**src/rtl/fc_fold_accumulator.sv**
```systemverilog
// Folded FC back end: AND weight/input bitstreams, popcount, accumulate per window, bank per fold.
// Results are valid FOLD*2^INWD+1 cycles after start and are held in DONE until out_ready.
module fc_fold_accumulator #(
    parameter int DIM_IN    = 16,
    parameter int DIM_OUT_F = 4,
    parameter int FOLD      = 4,
    parameter int LOG_FOLD  = $clog2(FOLD),
    parameter int INWD      = 8,
    parameter int ACCWD     = INWD + $clog2(DIM_IN) + 1
) (
    input  logic                            clk,
    input  logic                            rst,
    input  logic                            start,
    input  logic [DIM_IN-1:0]               in_temporal,
    input  logic [DIM_OUT_F*DIM_IN-1:0]     weight_temporal,
    output logic                            bsg_enable,
    output logic [LOG_FOLD-1:0]             mux_select,
    output logic                            busy,
    output logic                            out_valid,
    input  logic                            out_ready,
    output logic [FOLD*DIM_OUT_F*ACCWD-1:0] result
);

    localparam int NRES = FOLD * DIM_OUT_F;
    localparam int PCWD = $clog2(DIM_IN) + 1;

    localparam logic [1:0] S_IDLE = 2'd0;
    localparam logic [1:0] S_RUN  = 2'd1;
    localparam logic [1:0] S_DONE = 2'd2;

    localparam logic [LOG_FOLD-1:0] LAST_FOLD = LOG_FOLD'(FOLD - 1);

    logic [1:0]          state_q, state_d;
    logic [INWD-1:0]     beat_q, beat_d;
    logic [LOG_FOLD-1:0] fold_q, fold_d;
    logic [ACCWD-1:0]    acc_q [DIM_OUT_F];
    logic [ACCWD-1:0]    acc_d [DIM_OUT_F];
    logic [ACCWD-1:0]    res_q [NRES];
    logic [ACCWD-1:0]    res_d [NRES];

    logic [PCWD-1:0]     pc    [DIM_OUT_F];
    logic [ACCWD-1:0]    sum   [DIM_OUT_F];
    logic                last_beat;

    // Generator output is combinational on its count, so this cycle's bits are consumed directly.
    always_comb begin
        for (int o = 0; o < DIM_OUT_F; o++) begin
            pc[o] = '0;
            for (int i = 0; i < DIM_IN; i++) begin
                pc[o] = pc[o] + PCWD'(weight_temporal[o*DIM_IN+i] & in_temporal[i]);
            end
            sum[o] = acc_q[o] + ACCWD'(pc[o]);
        end
    end

    assign last_beat = &beat_q;

    always_comb begin
        state_d = state_q;
        beat_d  = beat_q;
        fold_d  = fold_q;
        for (int o = 0; o < DIM_OUT_F; o++) begin
            acc_d[o] = acc_q[o];
        end
        for (int k = 0; k < NRES; k++) begin
            res_d[k] = res_q[k];
        end

        case (state_q)
            S_IDLE: begin
                if (start) begin
                    state_d = S_RUN;
                    beat_d  = '0;
                    fold_d  = '0;
                    for (int o = 0; o < DIM_OUT_F; o++) begin
                        acc_d[o] = '0;
                    end
                end
            end
            S_RUN: begin
                beat_d = beat_q + INWD'(1);
                if (last_beat) begin
                    for (int k = 0; k < NRES; k++) begin
                        if (LOG_FOLD'(k / DIM_OUT_F) == fold_q) begin
                            res_d[k] = sum[k % DIM_OUT_F];
                        end
                    end
                    for (int o = 0; o < DIM_OUT_F; o++) begin
                        acc_d[o] = '0;
                    end
                    // FOLD is a power of two, so the last fold wraps back to 0 for the next run.
                    fold_d = fold_q + LOG_FOLD'(1);
                    if (fold_q == LAST_FOLD) begin
                        state_d = S_DONE;
                    end
                end else begin
                    for (int o = 0; o < DIM_OUT_F; o++) begin
                        acc_d[o] = sum[o];
                    end
                end
            end
            S_DONE: begin
                if (out_ready) begin
                    state_d = S_IDLE;
                end
            end
            default: begin
                state_d = S_IDLE;
            end
        endcase
    end

    always_ff @(posedge clk or posedge rst) begin
        if (rst) begin
            state_q <= S_IDLE;
            beat_q  <= '0;
            fold_q  <= '0;
            for (int o = 0; o < DIM_OUT_F; o++) begin
                acc_q[o] <= '0;
            end
            for (int k = 0; k < NRES; k++) begin
                res_q[k] <= '0;
            end
        end else begin
            state_q <= state_d;
            beat_q  <= beat_d;
            fold_q  <= fold_d;
            for (int o = 0; o < DIM_OUT_F; o++) begin
                acc_q[o] <= acc_d[o];
            end
            for (int k = 0; k < NRES; k++) begin
                res_q[k] <= res_d[k];
            end
        end
    end

    assign bsg_enable = (state_q == S_RUN);
    assign mux_select = bsg_enable ? fold_q : '0;
    assign busy       = (state_q != S_IDLE);
    assign out_valid  = (state_q == S_DONE);

    for (genvar k = 0; k < NRES; k++) begin : g_result
        assign result[k*ACCWD +: ACCWD] = res_q[k];
    end

endmodule

```
**config.mk**
```make
export PLATFORM = sky130hd
export DESIGN_NAME = fc_fold_accumulator
export DESIGN_NICKNAME = d
export VERILOG_FILES = /design/src/rtl/fc_fold_accumulator.sv
export SDC_FILE = /design/constraint.sdc
export NUM_CORES = 1
export LEC_CHECK = 0
export CAP_MARGIN = 20
export CELL_PAD_IN_SITES_DETAIL_PLACEMENT = 0
export CELL_PAD_IN_SITES_GLOBAL_PLACEMENT = 1
export CORE_MARGIN = 2
export CORE_UTILIZATION = 35
export DETAILED_ROUTE_END_ITERATION = 16
export GPL_TIMING_DRIVEN = 1
export PLACE_DENSITY_LB_ADDON = 0.1
export SLEW_MARGIN = 5
export SYNTH_ARGS = -nofsm -noshare
export SYNTH_HDL_FRONTEND = slang
export SYNTH_SLANG_ARGS = --single-unit
```
**constraint.sdc**
```tcl
create_clock -name clk -period 8.7 [get_ports clk]
set_input_delay 1.74 -clock clk [delete_from_list [all_inputs] [get_ports clk]]
set_output_delay 1.74 -clock clk [all_outputs]
set_load 0.03 [all_outputs]
```
Word-level counts from Yosys, hierarchy flattened --
Cells that the tools add are included.
Cells by class: $add $sub $neg 66, multipliers 0, divide/modulo/power cells 0, magnitude comparators 0, eq/ne operators 10, shift-type cells 0, muxes and demuxes 14, bitwise gates (word level) 64, reduce and logical (&&, ||, !) cells 12
Operator list (number):
- adder 5 x 1 -> 5 bit | 44
- two-way mux 52 bit | 2
- one-hot mux 52 bit (2 select lines) | 1
- AND 1 bit | 64
- adder 13 x 5 -> 13 bit | 4
- AND reduction 10 bit | 4
- adder 4 x 1 -> 5 bit | 4
- adder 3 x 1 -> 4 bit | 4
- one-hot mux 8 bit (2 select lines) | 1
- two-way mux 2 bit | 7
- adder 2 x 1 -> 3 bit | 4
- adder 1 x 1 -> 2 bit | 4
- adder 8 x 1 -> 8 bit, second input constant | 1
- two-way mux 8 bit | 1
- AND reduction 8 bit | 1
- inequality test 2 x 1 -> 1 bit, second input constant | 3
- one-hot mux 2 bit (3 select lines) | 1
- equality test 2 bit, first input constant | 2
- equality test 2 bit, second input constant | 2
- logical NOT 2 bit | 2
- one-hot mux 2 bit (2 select lines) | 1
- AND reduction 4 bit | 1
- nonzero test 2 bit | 2
- AND reduction 3 bit | 1
- 5 further kinds | 5
Word-level totals: flip-flop bits (word level) 272, latch bits 0, bits in writable memories 0, bits in read-only memories 0, input bits 84, output and inout bits 213, memories 0

Longest topological paths before layout --
depth in word-level cells 19, depth in mapped cells 15, mapped depth without buffers 15

Worst setup path before layout --
Ideal clock, no wire load.
path type input -> register, from input port weight_temporal[0], to register res_q (netlist bit result[110]), setup time 0.132 ns, arrival time 5.858 ns, required time 8.568 ns, setup slack 2.710 ns, stages on the path 14, buffers on the path 0, cells stage by stage and2_1 > fa_1 > inv_1 > fa_1 > fa_1 > inv_1 > fa_1 > fa_1 > fa_1 > a211o_1 > a21oi_1 > nand2b_1 > xnor2_1 > o21ai_0
Between the ends: word-level cells in the longest chain between the ends 17
RTL lines:
- start: declaration | RTL line 15 | input logic [DIM_OUT_F*DIM_IN-1:0] weight_temporal,
- AND 1 bit | RTL line 50 | pc[o] = pc[o] + PCWD'(weight_temporal[o*DIM_IN+i] & in_temporal[i]);
- adder 1 x 1 -> 2 bit | RTL line 50
- adder 2 x 1 -> 3 bit | RTL line 50
- adder 3 x 1 -> 4 bit | RTL line 50
- adder 4 x 1 -> 5 bit | RTL line 50
- adder 5 x 1 -> 5 bit (11 in a row) | RTL line 50
- adder 13 x 5 -> 13 bit | RTL line 52 | sum[o] = acc_q[o] + ACCWD'(pc[o]);
- end signal: indexed assignment | RTL line 132 | res_q[k] <= res_d[k];
- end: declaration | RTL line 38 | logic [ACCWD-1:0] res_q [NRES];
Every way passes these cells. A chain may end at the register's enable or synchronous reset.

Worst setup path after layout --
from input port in_temporal[0], to register res_q (netlist bit result[60])
Between the ends: word-level cells in the longest chain between the ends 17
RTL lines:
- start: declaration | RTL line 14 | input logic [DIM_IN-1:0] in_temporal,
- AND 1 bit | RTL line 50
- adder 1 x 1 -> 2 bit | RTL line 50
- adder 2 x 1 -> 3 bit | RTL line 50
- adder 3 x 1 -> 4 bit | RTL line 50
- adder 4 x 1 -> 5 bit | RTL line 50
- adder 5 x 1 -> 5 bit (11 in a row) | RTL line 50
- adder 13 x 5 -> 13 bit | RTL line 52
Every way passes these cells.

==> summary.txt <==
Finish
  • Utilization after layout: 47.9%
  • Antenna cells: 0
  • Area growth from synthesis to layout: 34.4%
  • Filler instances: 3,471
  • Layout cells sized above 1: 6.42%
  • Total Nets Final: 1,734

STA
  • Final Max Tran Viols: 0
  • Fmax: roughly 150 MHz
  • Relative max-transition margin: 31.8%
  • Worst slew pin tran: 1020 ps
  • Worst Skew: about 6.3 ps
  • Hold Vio Cnt, Final: 0
  • Minimum clock period: 6500 ps
  • Fin crit share: between 70 and 80%
  • Setup-failing EPs final: 0
  • Setup slack after layout: 2200 ps
  • Final setup TNS: 0 ps
  • RSZ-0062 raised after global routing: false

Routing
  • Final WL: 37,200 um
  • DRT iter0 DRCs: 337
  • Via count: 9,959
  • Routed Antenna Nets: 0
  • First-pass iteration count of the detailed router: 4
  • Post-DR vias/cell: 4.84
  • Wire per inst: 18.1 um
  • # DRC: 0

Run status
  • Status: finished clean

Worst setup path
  • Critical Path Fanout Max: 5
  • Crit path arrival time: 6890 ps
  • Crit Path Category: input pin to register
  • Largest delay contributor family on the critical path: adder cells
  • CP cell instances: clkdlybuf4s50_1, and2_1, fa_1, inv_1, fa_1, fa_1, inv_1, fa_1, fa_1, fa_1, a211o_1, a21oi_1, nor2_1, xnor2_1, o21ai_0
  • Crit-path max cell delay: ~560 ps
  • Critical-path top delay cell: fa_1
  • Critical Path RT: approximately 9100 ps
  • Setup crit end kind: register
  • CP Buf/Inv Count: 3
  • Crit start category: input pin
  • Cell mode on critical path: fa_1

Logic synthesis
  • Seq/Total Area, Yosys: between 50% and 60%
  • Async SR Flop Fraction: 100%
  • Leading post-synthesis cells by cell area: dfrtp_1, o21ai_0, fa_1, nand2_1, ha_1
  • Post-Syn Nets: 1,453
  • Gate Count Post-Synth: approximately 1.3k
  • Post-synth top area share: 52.2%
  • Top FF cell, synth: dfrtp_1
  • Post-synth EDFFs: 0
  • Syn_area_per_cell: between 10 and 15 sq um
  • Synth warn: 0
  • Post-synth top cells: dfrtp_1, nand2_1, o21ai_0
  • Biggest area consumer among synthesized cells: dfrtp_1
  • Synthesis-stage register bit count: about 270
  • Post-synth cell types: 53
  • Mapped Area: 13,000 sq um
  • Most common cell in the netlist: dfrtp_1

Job
  • Max-Cap Viols: 0

Global routing
  • GRT Total Usage: 19.3%
  • Initial antenna violation count: 0
  • Gr ovfl total: 0
  • GR peak layer: met2
  • Largest net degree at the start of global routing: 125
  • Met3 Resource Use GR: 3.53%
  • First-pass GRT wire length: 58,500 um
  • GR Util met1: 26.4%
  • Vias in the first global route: 10.2k
  • Met2 GRT Util: 32.1%

Power
  • Maximum VDD drop: ~170 uV
  • Static Leak: around 8.0 nW
  • PwrDens: 305 nW/um^2

Floorplan
  • Die Wd: 197 um
  • CORE AREA: 36,600 sq um
  • Initial core utilization: a little over a third
  • Die Ht: 197 um
  • I/O pin count: 297
  • Die area: 38,800 sq um
  • Rows: 70

Clock network
  • Setup bufs post-CTS: 0
  • Number of CTS-inserted buffers: 30
  • Hold-fix buffers, CTS: 0
  • CTS Sinks: 272
  • Clk buf depth: 3
  • H-Tree Depth: 1
  • Root Driver: clkbuf_16
  • Clk slew on worst S/H paths: 60 ps
  • Cts repair resizes: 0
  • Worst-Skew Late Latency: 550 ps
  • CTS tree: built

Place
  • # port buffers: 296
  • Worst slack at placement: 1550 ps
  • Routability cong.: approximately 0.83
  • DP HPWL: 26,500 um

Hold path
  • Hold Crit Class: register to register
worst paths after layout:
kind | slack (ps) | start | cells past startpoint | end
worst max-delay path | 2200 | in_temporal[0] | 15 | result[60]$_DFFE_PP0P_
worst min register to register | 470 | result[48]$_DFFE_PP0P_ | 2 | result[48]$_DFFE_PP0P_
worst max register to register | 3610 | acc_q[39]$_DFFE_PP0P_ | 13 | result[60]$_DFFE_PP0P_
max in group asynchronous | 5430 | rst | 4 | result[94]$_DFFE_PP0P_
worst min-delay path | 470 | result[48]$_DFFE_PP0P_ | 2 | result[48]$_DFFE_PP0P_
min in group asynchronous | 1690 | rst | 3 | result[149]$_DFFE_PP0P_
metal layers:
metal | routed length [um] | vias up | part of all wire, %
met5 | 0 | - | 0
met4 | 841 | 0 | 2.3
met3 | 1770 | 49 | 4.8
met2 | 17800 | 223 | 48
met1 | 16800 | 4844 | 45
li1 | - | 4843 | -
final cells by class:
class / instances / area, sq um / area share, %
Sequential cell: 272 / 6810 / 38.9
Inverter: 84 / 319 / 1.82
Timing Repair Buffer: 307 / 3070 / 17.5
Tap cell: 468 / 586 / 3.34
Multi-Input combinational cell: 870 / 5690 / 32.5
Clock inverter: 10 / 109 / 0.621
Clock buffer: 45 / 938 / 5.36
state kept, by name (all words and copies together), names as in the netlist:
register / cells
result: 208
acc_q: 52
beat_q: 8
fold_q: 2
state_q: 2
placed cells by master (no fill, tap or decap), types with 3 or more instances in the layout:
cell	netlist	routed
a211oi_1	6	6
a21o_1	11	11
a21oi_1	28	28
a22o_1	10	10
a31oi_1	12	12
and2_1	40	40
buf_4	2	9
clkbuf_1	32	3
clkbuf_16	0	31
clkbuf_8	0	11
clkdlybuf4s50_1	0	296
clkinv_2	0	5
clkinvlp_4	0	3
dfrtp_1	272	272
fa_1	48	48
ha_1	37	37
inv_1	84	83
mux2_2	28	28
mux2i_1	3	3
nand2_1	252	252
nand2b_1	9	9
nand3_1	11	11
nand3_4	0	4
nand4_1	5	5
nor2_1	34	33
nor3_1	4	4
nor4_1	3	3
o21a_1	5	5
o21ai_0	240	240
o21bai_1	3	3
or3_1	8	8
xnor2_1	29	29
xor2_1	13	13
kinds of logic (layout without fill, tap and decap cells):
family                   count (synthesis)  in the layout  share of synthesized area [%]
AND/OR/NAND/NOR                        383            383                           13.1
AO/OA/AOI/OAI                          329            329                           13.8
flip-flops                             272            272                           52.2
buffers and inverters                  142            446                           4.50
adder cells (fa/ha/maj)                 85             85                           10.9
XOR/XNOR                                42             42                           2.82
multiplexers                            31             31                           2.65
through the flow:
stage / power (mW) / std cells / hold WS [ps] / instance area, sq um
after floorplan: 3.19 / 1284 / 456 / 13000
after global placement: 4.07 / 2000 / 461 / 16500
after detailed placement: 4.11 / 2001 / 469 / 16500
after CTS: 5.46 / 2056 / 483 / 17500
after global routing: 5.79 / 2056 / 499 / 17500
final: 5.33 / 2056 / 475 / 17500
tightest hold or removal path, delay by kind of cell, from the launching register on:
kind / cells / cell delay [ps]
compound gates: 1 / 60
simple gates: 1 / 40
flops: 1 / 340
power by group:
part           switching, mW  total, mW  leakage (nW)  internal [mW]
Clock                  0.518       1.32         0.517          0.800
Combinational           1.53       2.45          4.81          0.920
Sequential             0.122       1.57          2.68           1.45
(Power assumes the default switching activity.)
